--- src/rtl/frame_buffer_writer.sv ---
// Camera-to-frame-buffer writer: turns a valid-qualified pixel stream into
// row-major write transactions with frame_done and sticky overflow flags.
module frame_buffer_writer #(
    parameter int H_PIXELS = 320,
    parameter int V_PIXELS = 240
) (
    input  logic        clk_in,
    input  logic        rst_in,
    input  logic        frame_start_in,
    input  logic        pixel_valid_in,
    input  logic [15:0] pixel_data_in,
    output logic [16:0] pixel_addr_out,
    output logic [15:0] pixel_data_out,
    output logic        we_out,
    output logic        frame_done_out,
    output logic        error_out
);

    localparam int XW = (H_PIXELS > 1) ? $clog2(H_PIXELS) : 1;
    localparam int YW = (V_PIXELS > 1) ? $clog2(V_PIXELS) : 1;

    typedef enum logic [0:0] {
        IDLE    = 1'b0,
        CAPTURE = 1'b1
    } state_t;

    state_t      state_q, state_d;
    logic [XW-1:0] x_q, x_d;
    logic [YW-1:0] y_q, y_d;
    logic [16:0] addr_q, addr_d;
    logic [15:0] data_q, data_d;
    logic        we_q, we_d;
    logic        done_q, done_d;
    logic        err_q, err_d;

    logic [XW-1:0] cur_x;
    logic [YW-1:0] cur_y;
    logic [16:0]   y_ext;
    logic [16:0]   row_base;
    logic          accept;
    logic          last_x;
    logic          last_pixel;

    // A coincident frame_start makes this pixel the first of the new frame.
    assign cur_x      = frame_start_in ? '0 : x_q;
    assign cur_y      = frame_start_in ? '0 : y_q;
    assign accept     = pixel_valid_in && (frame_start_in || state_q == CAPTURE);
    assign last_x     = (cur_x == XW'(H_PIXELS - 1));
    assign last_pixel = last_x && (cur_y == YW'(V_PIXELS - 1));
    assign y_ext      = 17'(cur_y);

    generate
        if (H_PIXELS == 320) begin : g_shift
            assign row_base = (y_ext << 8) + (y_ext << 6);
        end else begin : g_mul
            assign row_base = y_ext * 17'(H_PIXELS);
        end
    endgenerate

    always_ff @(posedge clk_in) begin
        if (rst_in) begin
            state_q <= IDLE;
            x_q     <= '0;
            y_q     <= '0;
            addr_q  <= '0;
            data_q  <= '0;
            we_q    <= 1'b0;
            done_q  <= 1'b0;
            err_q   <= 1'b0;
        end else begin
            state_q <= state_d;
            x_q     <= x_d;
            y_q     <= y_d;
            addr_q  <= addr_d;
            data_q  <= data_d;
            we_q    <= we_d;
            done_q  <= done_d;
            err_q   <= err_d;
        end
    end

    always_comb begin
        state_d = state_q;
        x_d     = x_q;
        y_d     = y_q;
        if (frame_start_in) begin
            state_d = CAPTURE;
            x_d     = '0;
            y_d     = '0;
        end
        if (accept) begin
            if (last_x) begin
                x_d = '0;
                y_d = last_pixel ? '0 : cur_y + 1'b1;
            end else begin
                x_d = cur_x + 1'b1;
                y_d = cur_y;
            end
            if (last_pixel) begin
                state_d = IDLE;
            end
        end
    end

    always_comb begin
        we_d   = accept;
        done_d = accept && last_pixel;
        addr_d = addr_q;
        data_d = data_q;
        err_d  = err_q;
        if (accept) begin
            addr_d = row_base + 17'(cur_x);
            data_d = pixel_data_in;
        end
        if (frame_start_in) begin
            err_d = 1'b0;
        end else if (pixel_valid_in && state_q == IDLE) begin
            err_d = 1'b1;
        end
    end

    assign pixel_addr_out = addr_q;
    assign pixel_data_out = data_q;
    assign we_out         = we_q;
    assign frame_done_out = done_q;
    assign error_out      = err_q;

endmodule
--- config.mk ---
export PLATFORM = sky130hd
export DESIGN_NAME = frame_buffer_writer
export DESIGN_NICKNAME = d
export VERILOG_FILES = /design/src/rtl/frame_buffer_writer.sv
export SDC_FILE = /design/constraint.sdc
export NUM_CORES = 1
export LEC_CHECK = 0
export CORE_MARGIN = 3
export CORE_UTILIZATION = 55
export DETAILED_ROUTE_END_ITERATION = 12
export PLACE_DENSITY = 0.81
export SLEW_MARGIN = 20
export SYNTH_ARGS = -nofsm -noshare
export SYNTH_HDL_FRONTEND = slang
export SYNTH_SLANG_ARGS = --single-unit
--- constraint.sdc ---
create_clock -name clk_in -period 4.3 [get_ports clk_in]
set_input_delay 0.43 -clock clk_in [delete_from_list [all_inputs] [get_ports clk_in]]
set_output_delay 0.43 -clock clk_in [all_outputs]
set_load 0.02 [all_outputs]
# Word-level counts from Yosys, hierarchy flattened
# Index checks and enable logic that the tools add are counted.
# word_totals
inputBits	20
output_inout_bits	36
memories	0
register_bits	54
rom_bits	0
elab_cells	31
latch_bits	0
mem_bits_rw	0
# classes
n_mux	10
multipliers	0
n_div	0
n_eq_ne	2
addsub	4
bitwise	1
order_cmp	0
n_reduce_logical	6
shifts	0
# ops
operator	count
2-to-1 mux 8 bit	4
2-to-1 mux 9 bit	3
adder 16 x 14 -> 17 bit	1
adder 17 x 9 -> 17 bit	1
adder 9 x 1 -> 9 bit, second input constant	1
== test 9 bit, second input constant	1
adder 8 x 1 -> 8 bit, second input constant	1
== test 8 bit, second input constant	1
logical AND 1 bit	4
2-to-1 mux 1 bit	3
OR reduction 2 bit	1
logical OR 1 bit	1
NOT 1 bit	1

# Logic depth before layout (Yosys ltp)
# Gate-level depths: netlist of run 1.
# depth
word_depth	6
ltp_mapped	12
depth_no_buf	10

# Worst setup path before layout of run 1
# No wires, ideal clock.
# synth_timing
path_type	in2reg
startpoint	input frame_start_in
endpoint	register addr_q[13], in the netlist pixel_addr_out[13]
slack_ps	1401
t_arrival_ps	2837
cell_stages	12
t_required_ps	4238
path_buffers	2
setup_time_ps	62
cell_sequence	clkbuf_1 > clkbuf_1 > nor2b_1 > ha_1 > ha_1 > inv_1 > fa_1 > nand2b_1 > a21oi_1 > o21ai_0 > or4_1 > nand3_1
# synth_between
elab_chain_cells	3
elab_cells_between_ends	6
cone_classes	add/sub (2); mux (2); reduce/logical (2)
# synth_lines
item	line	text
start: declaration	9	input logic frame_start_in,
2-to-1 mux 8 bit	-	
adder 16 x 14 -> 17 bit	54	assign row_base = (y_ext << 8) + (y_ext << 6);
adder 17 x 9 -> 17 bit	112	addr_d = row_base + 17'(cur_x);
end signal: assignment	74	addr_q <= addr_d;
end: declaration	30	logic [16:0] addr_q, addr_d;
# Parallel ways exist; a longest one is shown, timed or not.
# A chain may end at the register's enable or synchronous reset.

# Worst setup path in the final report of run 1
# Same ends and word-level chain as after synthesis.

==> key figures, run 1 <==
Status
  – Result of the run: finished, final reports clean

Layout
  – Final net count: 408
  – Top library cells by usage in the layout, fill and taps aside: sky130_fd_sc_hd__nand2_1 (55), sky130_fd_sc_hd__dfxtp_1 (54), sky130_fd_sc_hd__clkdlybuf4s50_1 (54), sky130_fd_sc_hd__a21oi_1 (38), sky130_fd_sc_hd__nor2_1 (30)
  – Synthesis-to-layout area growth: 26.39%
  – Most common cell after layout, fill and taps aside: sky130_fd_sc_hd__nand2_1
  – Proportion of layout cells with a drive suffix above 1: 0.05391
  – Post-route cell area: around 0.0033 mm^2
  – Core occupancy in the finished layout: 0.7436
  – Diode insertion count for antenna repair: 0
  – Number of fill cells: about 370

Route
  – Number of detailed-routing iterations run before antenna repair: 4
  – Vias per inst: 5.570
  – Drt drc: 0
  – Total via count after detailed routing: 2356
  – Post-detailed-route wirelength per cell: 14.57 um
  – Overall routed net length: 6164 um
  – Initial detailed-routing violation count: 119
  – Number of routed nets with antenna violations: 0

Timing
  – Final period demand of the worst path: 3.302 ns
  – Setup-violating endpoint count in the final report: 0
  – Worst-case clock skew: roughly 0.0095 ns
  – Unrepaired setup endpoints after global routing: no
  – Worst relative slew slack: 0.4051
  – Post-route fraction of the period consumed by the critical path: 0.7680
  – Count of endpoints failing hold in the final timing report: 0
  – Maximum frequency from static timing analysis: 302.8 MHz
  – Number of slew-limit violations in the final report: 0
  – Transition at the pin with the smallest max-transition slack: 0.8923 ns
  – Fin Hold WS: around 0.46 ns
  – Final setup TNS: 0 ns

Yosys
  – Multiplexer share of the synthesized area: 0
  – Yosys reg bits: 54
  – Post-synthesis compound-gate area fraction: 0.1445
  – Main combinational cell family by area after synthesis: simple AND/OR/NAND/NOR gates
  – Number of synthesis warnings: 0
  – Sequential-to-total area share from yosys stat: 0.4079
  – Share of the synthesized netlist area taken by xor and xnor gates: 0.04958
  – Number of nets in the synthesized netlist: 357
  – Post-Synth Simple-Gate Area: 0.2786
  – Fraction of post-synthesis cell area in the top cell type by area: 0.4079
  – Synthesized cell area: 0.002650 mm^2
  – Adder-cell area share of the yosys netlist: 0.08782
  – Top cell type by total area after synthesis: sky130_fd_sc_hd__dfxtp_1
  – Post-synthesis cell type count: 46
  – Mean Syn Cell Area: 8.307 um^2
  – Largest cells by area after synthesis: sky130_fd_sc_hd__dfxtp_1 (41%), sky130_fd_sc_hd__ha_1 (8.0%), sky130_fd_sc_hd__nand2_1 (7.8%), sky130_fd_sc_hd__a21oi_1 (7.2%), sky130_fd_sc_hd__nor2_1 (4.2%)
  – Cells after synthesis: 319

CTS
  – Post-CTS setup-driven buffer insertion count: 0
  – Clock-pin slew of the registers on the worst-case setup and hold paths: 0.10 ns
  – Clock buffers created by TritonCTS: 5
  – Maximum number of buffers from clock root to sink: 2
  – Level count of the clock H-tree: 2
  – Root Driver: sky130_fd_sc_hd__clkbuf_8
  – Clk sinks: 54
  – Clock tree from TritonCTS: done
  – CTS Hold Buffers Added: 0
  – Quantity of gates resized following cts: 0
  – Clk Latency, worst-skew pair: about 0.31 ns

Critical path
  – Cells along the critical path: clkdlybuf4s50_1 -> nor2b_1 -> ha_1 -> ha_1 -> inv_1 -> fa_1 -> nand2b_1 -> a21oi_1 -> o21ai_0 -> or4_1 -> nand3_1
  – Crit path arrival time: between 3 and 4 ns
  – Worst path bufs/invs: 2
  – Crit-path max FO: 21
  – Delay contributed by the slowest stage of the critical path: 0.79 ns
  – Class of the most critical setup path: primary input to flip-flop
  – Family with the most delay on the worst path: simple AND/OR/NAND/NOR gates
  – Launching element type of the critical path: primary input
  – Req. time, crit path: 4.54 ns
  – Worst setup EP type: flip-flop
  – Slowest-stage cell, CP: sky130_fd_sc_hd__clkdlybuf4s50_1
  – Crit-path most repeated cell: sky130_fd_sc_hd__ha_1
  – Worst reg2reg setup slack: ~1.6 ns

Power and ir drop
  – Power density over cell area: about 290 mW/mm^2
  – Worst VDD drop: 0.2514 mV
  – Leak: 1.286 nW

GRT
  – First-pass GRT wire length: roughly 11000 um
  – Pin count of the biggest net entering global routing: roughly 50
  – Number of global-route vias before repair: 2355
  – Antenna violations before repair: 0
  – Remaining Overflow, GRT: 0
  – Total routing resource utilization after global routing: 0.2377

Die
  – Boundary pin count: 56
  – Core box area: 0.004504 mm^2
  – Die Outline Area: 0.005687 mm^2
  – Starting density of the core: 0.5883
  – Y dimension of the die: about 75 um
  – Std cell rows: 24
  – Horizontal extent of the die: 75.42 um

Place
  – Half-perimeter wire length after detailed placement: 4452 um
  – Placed inst area: about 0.0032 mm^2
  – IO Port Bufs: 55
  – Routability cong.: ~0.89

Worst hold path
  – Type of the most critical hold path: flip-flop to flip-flop

Run
  – Max-cap violation count: 0
[area by class of cell]
type / instances / area, um^2 / area share
clock buffer: 7 / 76.32 / 0.02279
multi-input combinational: 243 / 1499 / 0.4475
inverter: 8 / 30.03 / 0.008965
tap: 52 / 65.06 / 0.01942
sequential: 54 / 1081 / 0.3228
timing repair buffer: 58 / 568.0 / 0.1696
clock inverter: 1 / 30.03 / 0.008965
[routing by layer]
| metal | track usage | up-vias | routed length (um) | part of all wire |
|---|---|---|---|---|
| met5 | 0 | - | 0 | 0 |
| met4 | 0.08350 | 0 | 110 | 0.018 |
| met3 | 0.06596 | 12 | 344 | 0.056 |
| met2 | 0.3998 | 59 | 2907 | 0.47 |
| met1 | 0.2917 | 1087 | 2802 | 0.45 |
| li1 | - | 1198 | - | - |
[cells by family after synthesis]
group | count (synthesis)
DFF | 54
adders and majority gates | 18
buffers and inverters | 22
xor gates and xnor gates | 15
AOI/OAI and AO/OA | 65
and+or+nand+nor | 145
[synthesized netlist by cell type (all sizes together)]
master	n
inv	8
and3	3
a21oi	38
nand4	3
o32ai	1
or2	1
and4b	2
nand3	10
dfxtp	54
o41ai	1
nand4b	1
o21ai	10
fa	1
or3b	1
or4	2
ha	17
xnor2	9
a311oi	1
clkbuf	13
or3	2
nand2b	5
nand2	56
nor2	30
a32o	1
xor2	6
and3b	1
a21o	2
and2	2
a211o	1
buf	1
o31ai	2
nor3	4
a31o	1
nor4b	5
nor2b	13
nor3b	2
a311o	1
a31oi	1
a211oi	5
nand3b	2
[sequential cells by signal (all words and copies together), names as in the netlist]
register / flops
pixel_data_out: 16
pixel_addr_out: 17
state_q: 1
we_out: 1
frame_done_out: 1
error_out: 1
x_q: 9
y_q: 8
[report_power, final]
| group | switching, W | internal, W | total [W] |
|---|---|---|---|
| combinational | 0.0000575 | 0.0000454 | 0.000103 |
| clock | 0.000162 | 0.000175 | 0.000336 |
| sequential | 0.00000704 | 0.000512 | 0.000519 |
[through the flow]
| stage | cells | total power [W] | worst slack, ns |
|---|---|---|---|
| floorplan | 319 | 0.0005813 | 1.401 |
| global placement | 415 | 0.0006318 | 0.8256 |
| detailed placement | 415 | 0.0006341 | 0.7300 |
| CTS | 423 | 0.0009641 | 1.044 |
| global route | 423 | 0.0009930 | 0.7386 |
| finish | 423 | 0.0009579 | 0.9976 |
[worst register-to-register path: stages (launching register included)]
cell and delay (ns):
sky130_fd_sc_hd__dfxtp_1 0.41, sky130_fd_sc_hd__nor2b_1 0.33, sky130_fd_sc_hd__ha_1 0.22, sky130_fd_sc_hd__ha_1 0.16, sky130_fd_sc_hd__inv_1 0.05, sky130_fd_sc_hd__fa_1 0.39
sky130_fd_sc_hd__nand2b_1 0.18, sky130_fd_sc_hd__a21oi_1 0.22, sky130_fd_sc_hd__o21ai_0 0.14, sky130_fd_sc_hd__or4_1 0.41, sky130_fd_sc_hd__nand3_1 0.09
[path summary, 6_finish.rpt]
check,start,endpoint,depth (start not counted)
min reg2reg,pixel_data_out[13],pixel_data_out[13],2
max,frame_start_in,pixel_addr_out[13],11
max reg2reg,y_q[0],pixel_addr_out[13],10
min,pixel_data_out[13],pixel_data_out[13],2
(Power assumes the default switching activity.)
==> run 2: changes to the inputs <==
Settings changed: CORE_UTILIZATION 55 to 51, PLACE_DENSITY 0.81 to 0.76.
Clock period 4.3 ns to 3.4 ns, I/O delays scaled along.
==> run 2 against run 1 <==
Net effect:
- clock skew fell by 0.0052 ns
- die area grew 7.2%
- via count rose by 1.5%
- cell area grew 1.2%
- register-to-register slack got worse by 0.76 ns
- wire length is 0.31% lower
- worst hold slack got worse by 0.00087 ns
- clock-buffer cell count is the same
- sequential cell count unchanged
==> key figures, run 2 (same netlist as run 1, synthesis figures left out) <==
Status
  – Result of the run: finished, final reports clean

Timing
  – Setup-violating endpoint count in the final report: 0 (unchanged)
  – Final period demand of the worst path: 2.794 ns
  – Worst-case clock skew: 0.004300 ns (-0.005242 ns)
  – Count of endpoints failing hold in the final timing report: 0 (unchanged)
  – Transition at the pin with the smallest max-transition slack: 0.5473 ns (-0.3450 ns)
  – Final setup TNS: 0 ns (unchanged)
  – Maximum frequency from static timing analysis: 357.9 MHz
  – Number of slew-limit violations in the final report: 0 (unchanged)
  – Worst relative slew slack: 0.6336 (+0.2284)
  – Unrepaired setup endpoints after global routing: no
  – Worst path setup slack after routing: 0.6063 ns (-0.3913 ns)
  – Post-route fraction of the period consumed by the critical path: 0.8217

Layout
  – Diode insertion count for antenna repair: 0 (unchanged)
  – Number of flip-flops in the largest register: 17 (unchanged)
  – Filler-free cell count of the finished design: 441 (+4.3%)
  – Number of fill cells: 441 (+21%)
  – Proportion of layout cells with a drive suffix above 1: 0.06417 (+0.01026)
  – Synthesis-to-layout area growth: 27.86%
  – Final net count: 411 (+0.74%)
  – Most common cell after layout, fill and taps aside: sky130_fd_sc_hd__nand2_1
  – Post-route cell area: 0.003388 mm^2 (+1.2%)
  – Top library cells by usage in the layout, fill and taps aside: sky130_fd_sc_hd__nand2_1 (55), sky130_fd_sc_hd__dfxtp_1 (54), sky130_fd_sc_hd__clkdlybuf4s50_1 (54), sky130_fd_sc_hd__a21oi_1 (38), sky130_fd_sc_hd__nor2_1 (30)

Route
  – Total via count after detailed routing: 2391 (+1.5%)
  – Post-detailed-route wirelength per cell: 13.93 um (-4.4%)
  – Initial detailed-routing violation count: 91 (-24%)
  – Vias per inst: 5.422 (-2.7%)
  – Number of routed nets with antenna violations: 0 (unchanged)
  – Overall routed net length: 6145 um (-0.31%)
  – Number of detailed-routing iterations run before antenna repair: 6 (+2)
  – Drt drc: 0 (unchanged)

Place
  – IO Port Bufs: 55 (unchanged)
  – Half-perimeter wire length after detailed placement: 4388 um (-1.4%)
  – Post-Place Setup Slack: 0.2961 ns (-0.4339 ns)
  – Routability cong.: 0.8657 (-2.3%)
  – Placed inst area: 0.003297 mm^2 (+1.7%)
  – Count of placed standard cells including taps: 433 (+4.3%)

Power and ir drop
  – Leak: 1.301 nW (+1.2%)
  – PnR Total Power: 0.001158 W (+21%)
  – Worst VDD drop: 0.2367 mV (-5.8%)
  – Power density over cell area: 341.7 mW/mm^2 (+19%)

CTS
  – Maximum number of buffers from clock root to sink: 2 (unchanged)
  – Level count of the clock H-tree: 2 (unchanged)
  – Clock-pin slew of the registers on the worst-case setup and hold paths: 0.09 ns (about the same)
  – Clk sinks: 54 (unchanged)
  – Post-CTS setup-driven buffer insertion count: 0 (unchanged)
  – Clock buffers created by TritonCTS: 5 (unchanged)
  – Clock tree from TritonCTS: done
  – Clk Latency, worst-skew pair: 0.30 ns (about the same)
  – Root Driver: sky130_fd_sc_hd__clkbuf_8
  – Quantity of gates resized following cts: 0 (unchanged)
  – CTS Hold Buffers Added: 0 (unchanged)

Critical path
  – Crit path arrival time: 3.05 ns (-0.50 ns)
  – Class of the most critical setup path: primary input to flip-flop
  – Launching element type of the critical path: primary input
  – Req. time, crit path: 3.65 ns (-0.89 ns)
  – Worst setup EP type: flip-flop
  – Crit-path max FO: 26 (+24%)

Die
  – Die Outline Area: 0.006097 mm^2 (+7.2%)
  – Y dimension of the die: 78.09 um (+3.5%)
  – Std cell rows: 25 (+4.2%)
  – Horizontal extent of the die: 78.09 um (+3.5%)
  – Boundary pin count: 56 (unchanged)
  – Core box area: 0.004880 mm^2 (+8.3%)
  – Starting density of the core: 0.5431 (-0.04526)

Run
  – Max-cap violation count: 0 (unchanged)

GRT
  – First-pass GRT wire length: 10910 um (+3.3%)
  – Number of global-route vias before repair: 2392 (+1.6%)
  – Remaining Overflow, GRT: 0 (unchanged)
  – Pin count of the biggest net entering global routing: 50 (-2.0%)
  – Total routing resource utilization after global routing: 0.2191 (-0.01856)
  – Antenna violations before repair: 0 (unchanged)

Worst hold path
  – Type of the most critical hold path: flip-flop to flip-flop
==> run 2: cell types whose count changed in the layout (fill, tap and decap cells not counted) <==
cell,before,now
sky130_fd_sc_hd__buf_4,3,5
sky130_fd_sc_hd__buf_12,0,1
sky130_fd_sc_hd__buf_2,1,0
sky130_fd_sc_hd__bufinv_16,1,0
sky130_fd_sc_hd__clkbuf_1,2,1
sky130_fd_sc_hd__clkbuf_2,0,1
sky130_fd_sc_hd__clkbuf_8,5,6
sky130_fd_sc_hd__clkinv_2,0,1
==> run 2: path summary, 6_finish.rpt <==
check	from	to	slack, ns	cells after the start
setup reg to reg	y_q[1]	pixel_addr_out[13]	0.87	10
setup / recovery	frame_start_in	pixel_addr_out[13]	0.61	12
hold reg to reg	pixel_data_out[11]	pixel_data_out[11]	0.46	2
hold / removal	pixel_data_out[11]	pixel_data_out[11]	0.46	2
==> run 2: routing by layer <==
layer	track usage	share of wire	up-vias
li1	-	-	1207
met1	0.2636	0.45	1120
met2	0.3810	0.48	54
met3	0.06422	0.060	10
met4	0.05944	0.014	0
met5	0	0	-
==> run 2: report_power, final <==
group	switching (W)	leakage, nW	internal (W)	total, W
clock	0.000203	0.0482	0.000165	0.000368
sequential	0.00000839	0.438	0.000647	0.000656
combinational	0.0000735	0.815	0.0000606	0.000134
total	0.000285	1.30	0.000873	0.00116
==> run 2: cell type report <==
cell class              count  area (um^2)  share of cell area
flip-flops and latches     54         1081              0.3191
clock buffers               7        86.33             0.02548
well taps                  67        83.83             0.02474
clock inverters             1        5.005            0.001477
repair buffers             61        603.1              0.1780
multi-input cells         243         1499              0.4424
inverters                   8        30.03            0.008863
==> run 2: worst max-delay path, cell delays in order <==
cell and delay [ns]:
sky130_fd_sc_hd__clkdlybuf4s50_1 0.51, sky130_fd_sc_hd__buf_12 0.17, sky130_fd_sc_hd__nor2b_1 0.09, sky130_fd_sc_hd__ha_1 0.28, sky130_fd_sc_hd__ha_1 0.15, sky130_fd_sc_hd__inv_1 0.05
sky130_fd_sc_hd__fa_1 0.40, sky130_fd_sc_hd__nand2b_1 0.18, sky130_fd_sc_hd__a21oi_1 0.22, sky130_fd_sc_hd__o21ai_0 0.14, sky130_fd_sc_hd__or4_1 0.41, sky130_fd_sc_hd__nand3_1 0.09
==> run 2: per-stage QoR <==
| stage | util | hold slack [ns] |
|---|---|---|
| 3_3_place_gp | 0.6756 | 0.4410 |
| 4_1_cts | 0.6944 | 0.4545 |
| 6_report | 0.6944 | 0.4572 |
| 2_1_floorplan | - | 0.4517 |
| 3_5_place_dp | 0.6756 | 0.4456 |
| 5_1_grt | 0.6944 | 0.4767 |
==> run 3: changes to the inputs <==
Clock period 3.4 ns to 2.7 ns, I/O delays scaled along.
==> run 3 against run 2 <==
Net effect:
- non-clock buffer count increased by 32
- via count increased by 4.3%
- wire length increased by 4.3%
- global-route usage increased by 0.69 points
- clock skew increased by 0.0054 ns
- clock-buffer cell count decreased by 2
- cell count increased by 7.3%
- worst hold slack got worse by 0.15 ns
- sequential power increased by 26%
- sequential share of layout area decreased by 2.2 points
- highest routed layer unchanged
- die area unchanged
==> key figures, run 3 (same netlist as run 1, synthesis figures left out) <==
Status
  – Result of the run: finished, final reports clean

Timing
  – Final period demand of the worst path: 2.446 ns
  – Number of slew-limit violations in the final report: 0 (unchanged)
  – Count of endpoints failing hold in the final timing report: 0 (unchanged)
  – Worst relative slew slack: 0.6060 (-0.02762)
  – Setup-violating endpoint count in the final report: 0 (unchanged)
  – Maximum frequency from static timing analysis: a little over 400 MHz
  – Unrepaired setup endpoints after global routing: no
  – Worst-case clock skew: 0.009673 ns (+0.005372 ns)
  – Transition at the pin with the smallest max-transition slack: 0.5888 ns (+0.04152 ns)
  – Worst path setup slack after routing: 0.2539 ns (-0.3524 ns)
  – Post-route fraction of the period consumed by the critical path: 0.9060

Die
  – Die Outline Area: 0.006097 mm^2 (unchanged)
  – Y dimension of the die: 78.09 um (unchanged)
  – Starting density of the core: 0.5431 (unchanged)
  – Boundary pin count: 56 (unchanged)
  – Core box area: 0.004880 mm^2 (unchanged)
  – Horizontal extent of the die: 78.09 um (unchanged)
  – Std cell rows: 25 (unchanged)

Layout
  – Final net count: 443 (+7.8%)
  – Filler-free cell count of the finished design: 473 (+7.3%)
  – Diode insertion count for antenna repair: 0 (unchanged)
  – Number of flip-flops in the largest register: 17 (unchanged)
  – Proportion of layout cells with a drive suffix above 1: 0.1429 (+0.07869)
  – Synthesis-to-layout area growth: 37.16%
  – Top library cells by usage in the layout, fill and taps aside: sky130_fd_sc_hd__nand2_1 (55), sky130_fd_sc_hd__dfxtp_1 (54), sky130_fd_sc_hd__clkdlybuf4s50_1 (53), sky130_fd_sc_hd__a21oi_1 (37), sky130_fd_sc_hd__buf_4 (37)
  – Number of fill cells: 405 (-8.2%)
  – Most common cell after layout, fill and taps aside: sky130_fd_sc_hd__nand2_1

CTS
  – Quantity of gates resized following cts: 0 (unchanged)
  – Root Driver: sky130_fd_sc_hd__clkbuf_8
  – Clock tree from TritonCTS: done
  – Maximum number of buffers from clock root to sink: 2 (unchanged)
  – CTS Hold Buffers Added: 0 (unchanged)
  – Clk sinks: 54 (unchanged)
  – Post-CTS setup-driven buffer insertion count: 0 (unchanged)
  – Clock buffers created by TritonCTS: 5 (unchanged)
  – Clock-pin slew of the registers on the worst-case setup and hold paths: 0.11 ns (+0.02 ns)
  – Clk Latency, worst-skew pair: 0.31 ns (about the same)
  – Level count of the clock H-tree: 2 (unchanged)

GRT
  – Remaining Overflow, GRT: 0 (unchanged)
  – Pin count of the biggest net entering global routing: 38 (-24%)
  – Number of global-route vias before repair: 2509 (+4.9%)
  – First-pass GRT wire length: 11250 um (+3.2%)
  – Total routing resource utilization after global routing: 0.2260 (+0.006879)
  – Antenna violations before repair: 0 (unchanged)

Critical path
  – Class of the most critical setup path: flip-flop to flip-flop
  – Req. time, crit path: 2.95 ns (-0.70 ns)
  – Worst reg2reg setup slack: 0.25 ns (-0.62 ns)
  – Crit-path max FO: 5 (-81%)
  – Crit path arrival time: 2.70 ns (-0.35 ns)
  – Launching element type of the critical path: flip-flop
  – Worst setup EP type: flip-flop

Route
  – Drt drc: 0 (unchanged)
  – Total via count after detailed routing: 2493 (+4.3%)
  – Number of detailed-routing iterations run before antenna repair: 4 (-2)
  – Number of routed nets with antenna violations: 0 (unchanged)
  – Initial detailed-routing violation count: 84 (-7.7%)
  – Vias per inst: 5.271 (-2.8%)
  – Overall routed net length: 6411 um (+4.3%)
  – Post-detailed-route wirelength per cell: 13.55 um (-2.7%)

Worst hold path
  – Type of the most critical hold path: primary input to flip-flop

Place
  – Half-perimeter wire length after detailed placement: 4672 um (+6.5%)
  – IO Port Bufs: 55 (unchanged)
  – Post-Place Setup Slack: -0.2897 ns (-0.5858 ns)
  – Routability cong.: 0.8307 (-4.0%)
  – Count of placed standard cells including taps: 465 (+7.4%)

Power and ir drop
  – Leak: 1.474 nW (+13%)
  – PnR Total Power: 0.001465 W (+27%)
  – Power density over cell area: 403.0 mW/mm^2 (+18%)
  – Worst VDD drop: 0.3242 mV (+37%)

Run
  – Max-cap violation count: 0 (unchanged)
-- run 3: changes by cell type in the layout (fill, tap and decap cells not counted), sizes merged --
cell,before,now
clkdlybuf4s50,54,53
buf,6,39
clkbuf,8,5
dlymetal6s2s,0,1
inv,8,10
-- run 3: worst paths after layout --
check	depth (start not counted)	start	end
setup / recovery	10	y_q[0]	pixel_addr_out[13]
hold / removal	2	rst_in	y_q[3]
setup reg to reg	10	y_q[0]	pixel_addr_out[13]
hold reg to reg	2	pixel_data_out[11]	pixel_data_out[11]
-- run 3: where the power goes --
part	switching, W	internal, W	leakage, nW
combinational	0.0000935	0.0000775	0.987
sequential	0.0000112	0.000815	0.438
clock	0.000279	0.000188	0.0489
-- run 3: metrics by stage --
| step | utilization | area, um^2 | setup TNS (ns) | hold WS [ns] |
|---|---|---|---|---|
| floorplan | - | 2651 | 0 | 0.3817 |
| global route | 0.7449 | 3635 | 0 | 0.3150 |
| finish | 0.7449 | 3635 | 0 | 0.3084 |
| detailed placement | 0.7249 | 3537 | -1.306 | 0.4455 |
| global placement | 0.7249 | 3537 | -0.8923 | 0.4411 |
| CTS | 0.7436 | 3628 | 0 | 0.2980 |
-- run 3: layer usage --
metal / up-vias / GRT usage / part of all wire
met1: 1169 / 0.2732 / 0.47
met3: 9 / 0.05390 / 0.045
met4: 0 / 0.06643 / 0.014
met5: - / 0 / 0
met2: 44 / 0.3981 / 0.47
li1: 1271 / - / -
-- run 3: final cells by class --
cell class,count,area (um^2),area share
Clock buffer,5,68.82,0.01893
Sequential cell,54,1081,0.2974
Tap cell,67,83.83,0.02306
Clock inverter,3,22.52,0.006196
Timing Repair Buffer,93,845.8,0.2327
Inverter,8,30.03,0.008262
Multi-Input combinational cell,243,1503,0.4134
-- run 3: critical path: stages, from the launching register on --
cell and delay, ns:
sky130_fd_sc_hd__dfxtp_1 0.43, sky130_fd_sc_hd__xnor2_1 0.15, sky130_fd_sc_hd__nor2_1 0.06, sky130_fd_sc_hd__ha_1 0.30, sky130_fd_sc_hd__inv_1 0.06, sky130_fd_sc_hd__fa_1 0.42
sky130_fd_sc_hd__nand2b_1 0.19, sky130_fd_sc_hd__a21oi_2 0.17, sky130_fd_sc_hd__o21ai_0 0.10, sky130_fd_sc_hd__or4_1 0.40, sky130_fd_sc_hd__nand3_1 0.09
